**config.mk**
```make
export PLATFORM = sky130hd
export DESIGN_NAME = mux_sel_arbiter
export DESIGN_NICKNAME = d
export VERILOG_FILES = /design/src/rtl/mux_arb_pkg.sv /design/src/rtl/rr_pick.sv /design/src/rtl/mux_sel_arbiter.sv
export SDC_FILE = /design/constraint.sdc
export NUM_CORES = 1
export LEC_CHECK = 0
export CAP_MARGIN = 30
export CORE_UTILIZATION = 45
export DETAILED_ROUTE_END_ITERATION = 10
export HOLD_SLACK_MARGIN = 0.15
export PLACE_DENSITY = 0.68
export SLEW_MARGIN = 20
export SYNTH_ARGS = -nofsm -noshare
export SYNTH_HDL_FRONTEND = slang
export SYNTH_SLANG_ARGS = --single-unit
```
**constraint.sdc**
```tcl
create_clock -name clk -period 4.9 [get_ports clk]
set_clock_uncertainty 0.2 [all_clocks]
set_input_delay 1.47 -clock clk [delete_from_list [all_inputs] [get_ports clk]]
set_output_delay 1.47 -clock clk [all_outputs]
set_load 0.005 [all_outputs]
```
**src/rtl/mux_arb_pkg.sv**
```systemverilog
// Shared types and constants for the round-robin mux select arbiter.
//   arb_state_t : arbiter FSM states (IDLE, GRANT, GAP)
//   NUM_CH      : number of request channels (matches the 4:1 mux)
//   SEL_W       : mux select width, log2(NUM_CH)
package mux_arb_pkg;

    localparam int NUM_CH = 4;
    localparam int SEL_W  = 2;

    typedef enum logic [1:0] {
        IDLE  = 2'd0,
        GRANT = 2'd1,
        GAP   = 2'd2
    } arb_state_t;

endpackage : mux_arb_pkg

```
**src/rtl/rr_pick.sv**
```systemverilog
// Combinational round-robin picker.
// Finds the first set request bit searching ptr, ptr+1, ... modulo NUM_CH.
//   req [NUM_CH-1:0] : request vector
//   ptr [SEL_W-1:0]  : highest-priority channel this round
//   any              : at least one request is set
//   idx [SEL_W-1:0]  : chosen channel (valid when any=1)
module rr_pick
    import mux_arb_pkg::*;
(
    input  logic [NUM_CH-1:0] req,
    input  logic [SEL_W-1:0]  ptr,
    output logic              any,
    output logic [SEL_W-1:0]  idx
);

    // rot[j] holds the request of channel (j + ptr) mod NUM_CH, so bit 0 is
    // always the current highest-priority channel.
    logic [NUM_CH-1:0] rot;
    logic [SEL_W-1:0]  off;

    genvar gi;
    generate
        for (gi = 0; gi < NUM_CH; gi++) begin : g_rot
            logic [SEL_W-1:0] src;
            // Select-width addition wraps modulo NUM_CH on its own.
            assign src     = SEL_W'(gi) + ptr;
            assign rot[gi] = req[src];
        end
    endgenerate

    // Lowest set bit of the rotated vector wins.
    always_comb begin
        off = '0;
        for (int j = NUM_CH - 1; j >= 0; j--) begin
            if (rot[j]) begin
                off = SEL_W'(j);
            end
        end
    end

    // Un-rotate back to an absolute channel index.
    assign idx = off + ptr;
    assign any = |req;

endmodule : rr_pick

```
**src/rtl/mux_sel_arbiter.sv**
```systemverilog
// Round-robin select sequencer feeding a 4:1 mux (m41).
// Grants one request at a time, holds the grant for at most HOLD_MAX cycles,
// then inserts a GAP cycle and an IDLE cycle before the next grant. The mux
// select only moves on an IDLE->GRANT transition.
//   clk       : system clock, rising edge
//   rst_n     : asynchronous active-low reset
//   req       : per-channel request, req[i] asks for mux input D_i
//   release_i : consumer ends the current grant early
//   s0, s1    : mux select LSB / MSB
//   grant     : one-hot grant, zero when no grant is active
//   busy      : high while a grant is active
module mux_sel_arbiter
    import mux_arb_pkg::*;
#(
    parameter int HOLD_MAX = 8,
    parameter int CNT_W    = 4
) (
    input  logic              clk,
    input  logic              rst_n,
    input  logic [NUM_CH-1:0] req,
    input  logic              release_i,
    output logic              s0,
    output logic              s1,
    output logic [NUM_CH-1:0] grant,
    output logic              busy
);

    arb_state_t        state_reg;
    logic [SEL_W-1:0]  sel_reg;
    logic [NUM_CH-1:0] grant_reg;
    logic              busy_reg;
    logic [SEL_W-1:0]  rr_ptr_reg;
    logic [CNT_W-1:0]  cnt_reg;

    logic              pick_any;
    logic [SEL_W-1:0]  pick_idx;
    logic              grant_end;

    rr_pick u_rr_pick (
        .req (req),
        .ptr (rr_ptr_reg),
        .any (pick_any),
        .idx (pick_idx)
    );

    // Any end cause collapses into one end event, so rr_ptr advances once.
    assign grant_end = release_i || !req[sel_reg] || (cnt_reg == '0);

    always_ff @(posedge clk or negedge rst_n) begin
        if (!rst_n) begin
            state_reg  <= IDLE;
            sel_reg    <= '0;
            grant_reg  <= '0;
            busy_reg   <= 1'b0;
            rr_ptr_reg <= '0;
            cnt_reg    <= '0;
        end else begin
            case (state_reg)
                IDLE: begin
                    if (pick_any) begin
                        sel_reg   <= pick_idx;
                        grant_reg <= NUM_CH'(1) << pick_idx;
                        busy_reg  <= 1'b1;
                        // cnt counts the remaining cycles after the first one.
                        cnt_reg   <= CNT_W'(HOLD_MAX - 1);
                        state_reg <= GRANT;
                    end
                end
                GRANT: begin
                    if (grant_end) begin
                        grant_reg  <= '0;
                        busy_reg   <= 1'b0;
                        rr_ptr_reg <= sel_reg + SEL_W'(1);
                        state_reg  <= GAP;
                    end else begin
                        cnt_reg <= cnt_reg - CNT_W'(1);
                    end
                end
                GAP: begin
                    // Select stays on the last index; requests are ignored.
                    state_reg <= IDLE;
                end
                default: begin
                    state_reg <= IDLE;
                end
            endcase
        end
    end

    assign s0    = sel_reg[0];
    assign s1    = sel_reg[1];
    assign grant = grant_reg;
    assign busy  = busy_reg;

endmodule : mux_sel_arbiter
```
==> out/qor.yml <==
outcome: "finished clean"
cts-buffers-inserted: 3
final_nets: 128
design_area_mm2: 0.00110
final_common_cell: "dfrtp_1"
synth_xor_area_share_pct: 2.71
worstPathRequired_ns: 4.93
post_cts_buffers: 0
multi_input_area_um2: 510
io_buffer_count: 13
num_rows: 16
place_area_mm2: 0.00108
place.gp.congestion: 0.786
clkLatencyLatePin_ns: 0.29
met1_usage_pct: 27.8
grt.total_usage_pct: 20.2
ys_ff_latch: 15
tns_ns: 0
dr.pass1.iters: 4
finalHoldViolCount: 0
clockRootBuffer: "clkbuf_4"
synthMuxAreaShare_pct: 3.48
coreArea_mm2: 0.00200
synth_flop_cell: "dfrtp_1"
synth_cell_types: 38
grt_max_degree: 16
antennaDiodeCount: 0
grt_use_met2_pct: 29.3
power.leakage_nw: 0.464
grt_overflow: 0
min_period_over_period_pct: 72.6
grt_pass1_vias: 771
worst_slew_pin_slew_ns: 0.694
wl_per_cell_um: 14.1
synthSimpleGateAreaFrac_pct: 27.1
cts_tree: "yes"
io_pins: 14
slew_viol_final: 0
min_period_ns: 3.56
setup_slack_ns: 1.34
fp.dieArea_mm2: 0.00234
finalWirelength_um: 2050
crit_type: "input pin to flip-flop"
htree_num_levels: 1
top_usage_layer: "met2"
fill_cells: 194
finalSetupViolCount: 0
rsz0062_at_grt: "false"
synth_cells: 108
synth_top_family_by_area: "simple AND/OR/NAND/NOR gates"
drive_gt1_share_pct: 11.0
syn-num-nets: 117
synth_edf_count: 0
timing.slew.headroom_pct: 53.6
yosys.area_share.adder_pct: 2.58
critPathCaptureType: "flip-flop"
fmax_ghz: 0.281
post-place-ws_ns: 1.04
worst_setup_path_start_kind: "input pin"
vias_per_cell: 5.58
grtUsageMet3_pct: 5.35
ys_seq_area_share_pct: 38.7
ir_drop_mv: 0.256
clock_path_buffers: 2
async_flop_share_pct: 100
drt-initial-drc-count: 9
cts-resized-gates: 0
power.density_mw_per_mm2: 545
hold_buffers: 0
path_max_fanout: 9
antenna_found_initial: 0
synth_compound_area_share_pct: 16.8
cp.arrival_ns: 3.59
area_growth_pct: 13.8
vias: 809
syn_area_um2: 970
postSynthAreaPerCell_um2: 8.98
die_h_um: 48.4
mostFrequentLayoutCells: "dfrtp_1 (15), nand3_1 (13), clkdlybuf4s50_1 (13), nand2_1 (9)"
dp_hpwl_um: 1460
max-cap-violations: 0
clkSlewWorstSetupHoldPaths_ns: 0.09
drc: 0
seq_area_um2: 375
cts_sinks: 15
hold_class: "flip-flop to flip-flop"
initial_core_util_pct: 48.4
ant_nets: 0
synth-warning-count: 0
die_x_um: 48.4
grt_pass1_wl_um: 3630
[per-stage QoR]
stage | hold slack, ns | instances | util [%] | total power, mW
6_report | 0.297 | 145 | 55.1 | 0.602
5_1_grt | 0.347 | 145 | 55.1 | 0.662
4_1_cts | 0.302 | 145 | 55.1 | 0.606
3_5_place_dp | 0.273 | 141 | 53.8 | 0.532
3_3_place_gp | 0.266 | 141 | 53.8 | 0.521
2_1_floorplan | 0.265 | 108 | - | 0.450
[path summary, 6_finish.rpt]
path	startpoint	end	slack (ns)	cells after the start
worst max-delay path	req[2]	grant[1]	1.34	10
worst min-delay path	busy	busy	0.30	2
worst max register to register	rr_ptr_reg[1]	grant[1]	2.59	9
worst min register to register	busy	busy	0.30	2
max in group asynchronous	rst_n	state_reg[1]	2.67	1
min in group asynchronous	rst_n	rr_ptr_reg[1]	1.39	1
[synth_stat cells (all sizes together), types with 2 or more instances]
library cell,number,area share [%]
nor3,5,2.6
nor2,4,1.5
nor4,5,3.9
xnor2,2,1.8
or2,4,2.6
clkbuf,3,1.3
a31oi,3,1.9
a21oi,2,1.0
nand3,13,6.7
inv,7,2.7
o21a,2,1.5
o21ai,9,5.0
dfrtp,15,39
buf,4,4.6
nand2,9,3.5
nor2b,3,1.9
ha,2,2.6
[power breakdown]
part / leakage (nW) / switching, mW / internal, mW
sequential: 0.177 / 0.0502 / 0.167
combinational: 0.269 / 0.163 / 0.150
clock: 0.0177 / 0.0421 / 0.0304
total: 0.464 / 0.255 / 0.347
[critical path, stage by stage]
cell	delay, ns
clkdlybuf4s50_1	0.64
nand2_1	0.10
a21oi_1	0.15
o2bb2ai_1	0.08
o21a_1	0.17
ha_1	0.30
inv_1	0.07
nor4_1	0.36
o21ai_0	0.14
nand3_1	0.10
[metal layers]
layer	wire [um]	vias to the layer above
li1	-	415
met1	1030	376
met2	893	13
met3	75	5
met4	41	0
met5	0	-
[cell families after synthesis]
kind of cell             Yosys count
AND/OR/NAND/NOR                   48
AO/OA/AOI/OAI                     24
flip-flops                        15
buffers and inverters             14
XOR/XNOR                           3
multiplexers                       2
adder cells (fa/ha/maj)            2
[cell type report]
cell class / count / area share, %
clock buffer: 3 / 2.04
clock inverter: 1 / 0.454
inverter: 7 / 2.38
multi-input combinational: 79 / 46.3
sequential: 15 / 34.0
tap: 27 / 3.06
timing repair buffer: 13 / 11.8
Power figures use the tool's default switching activity.
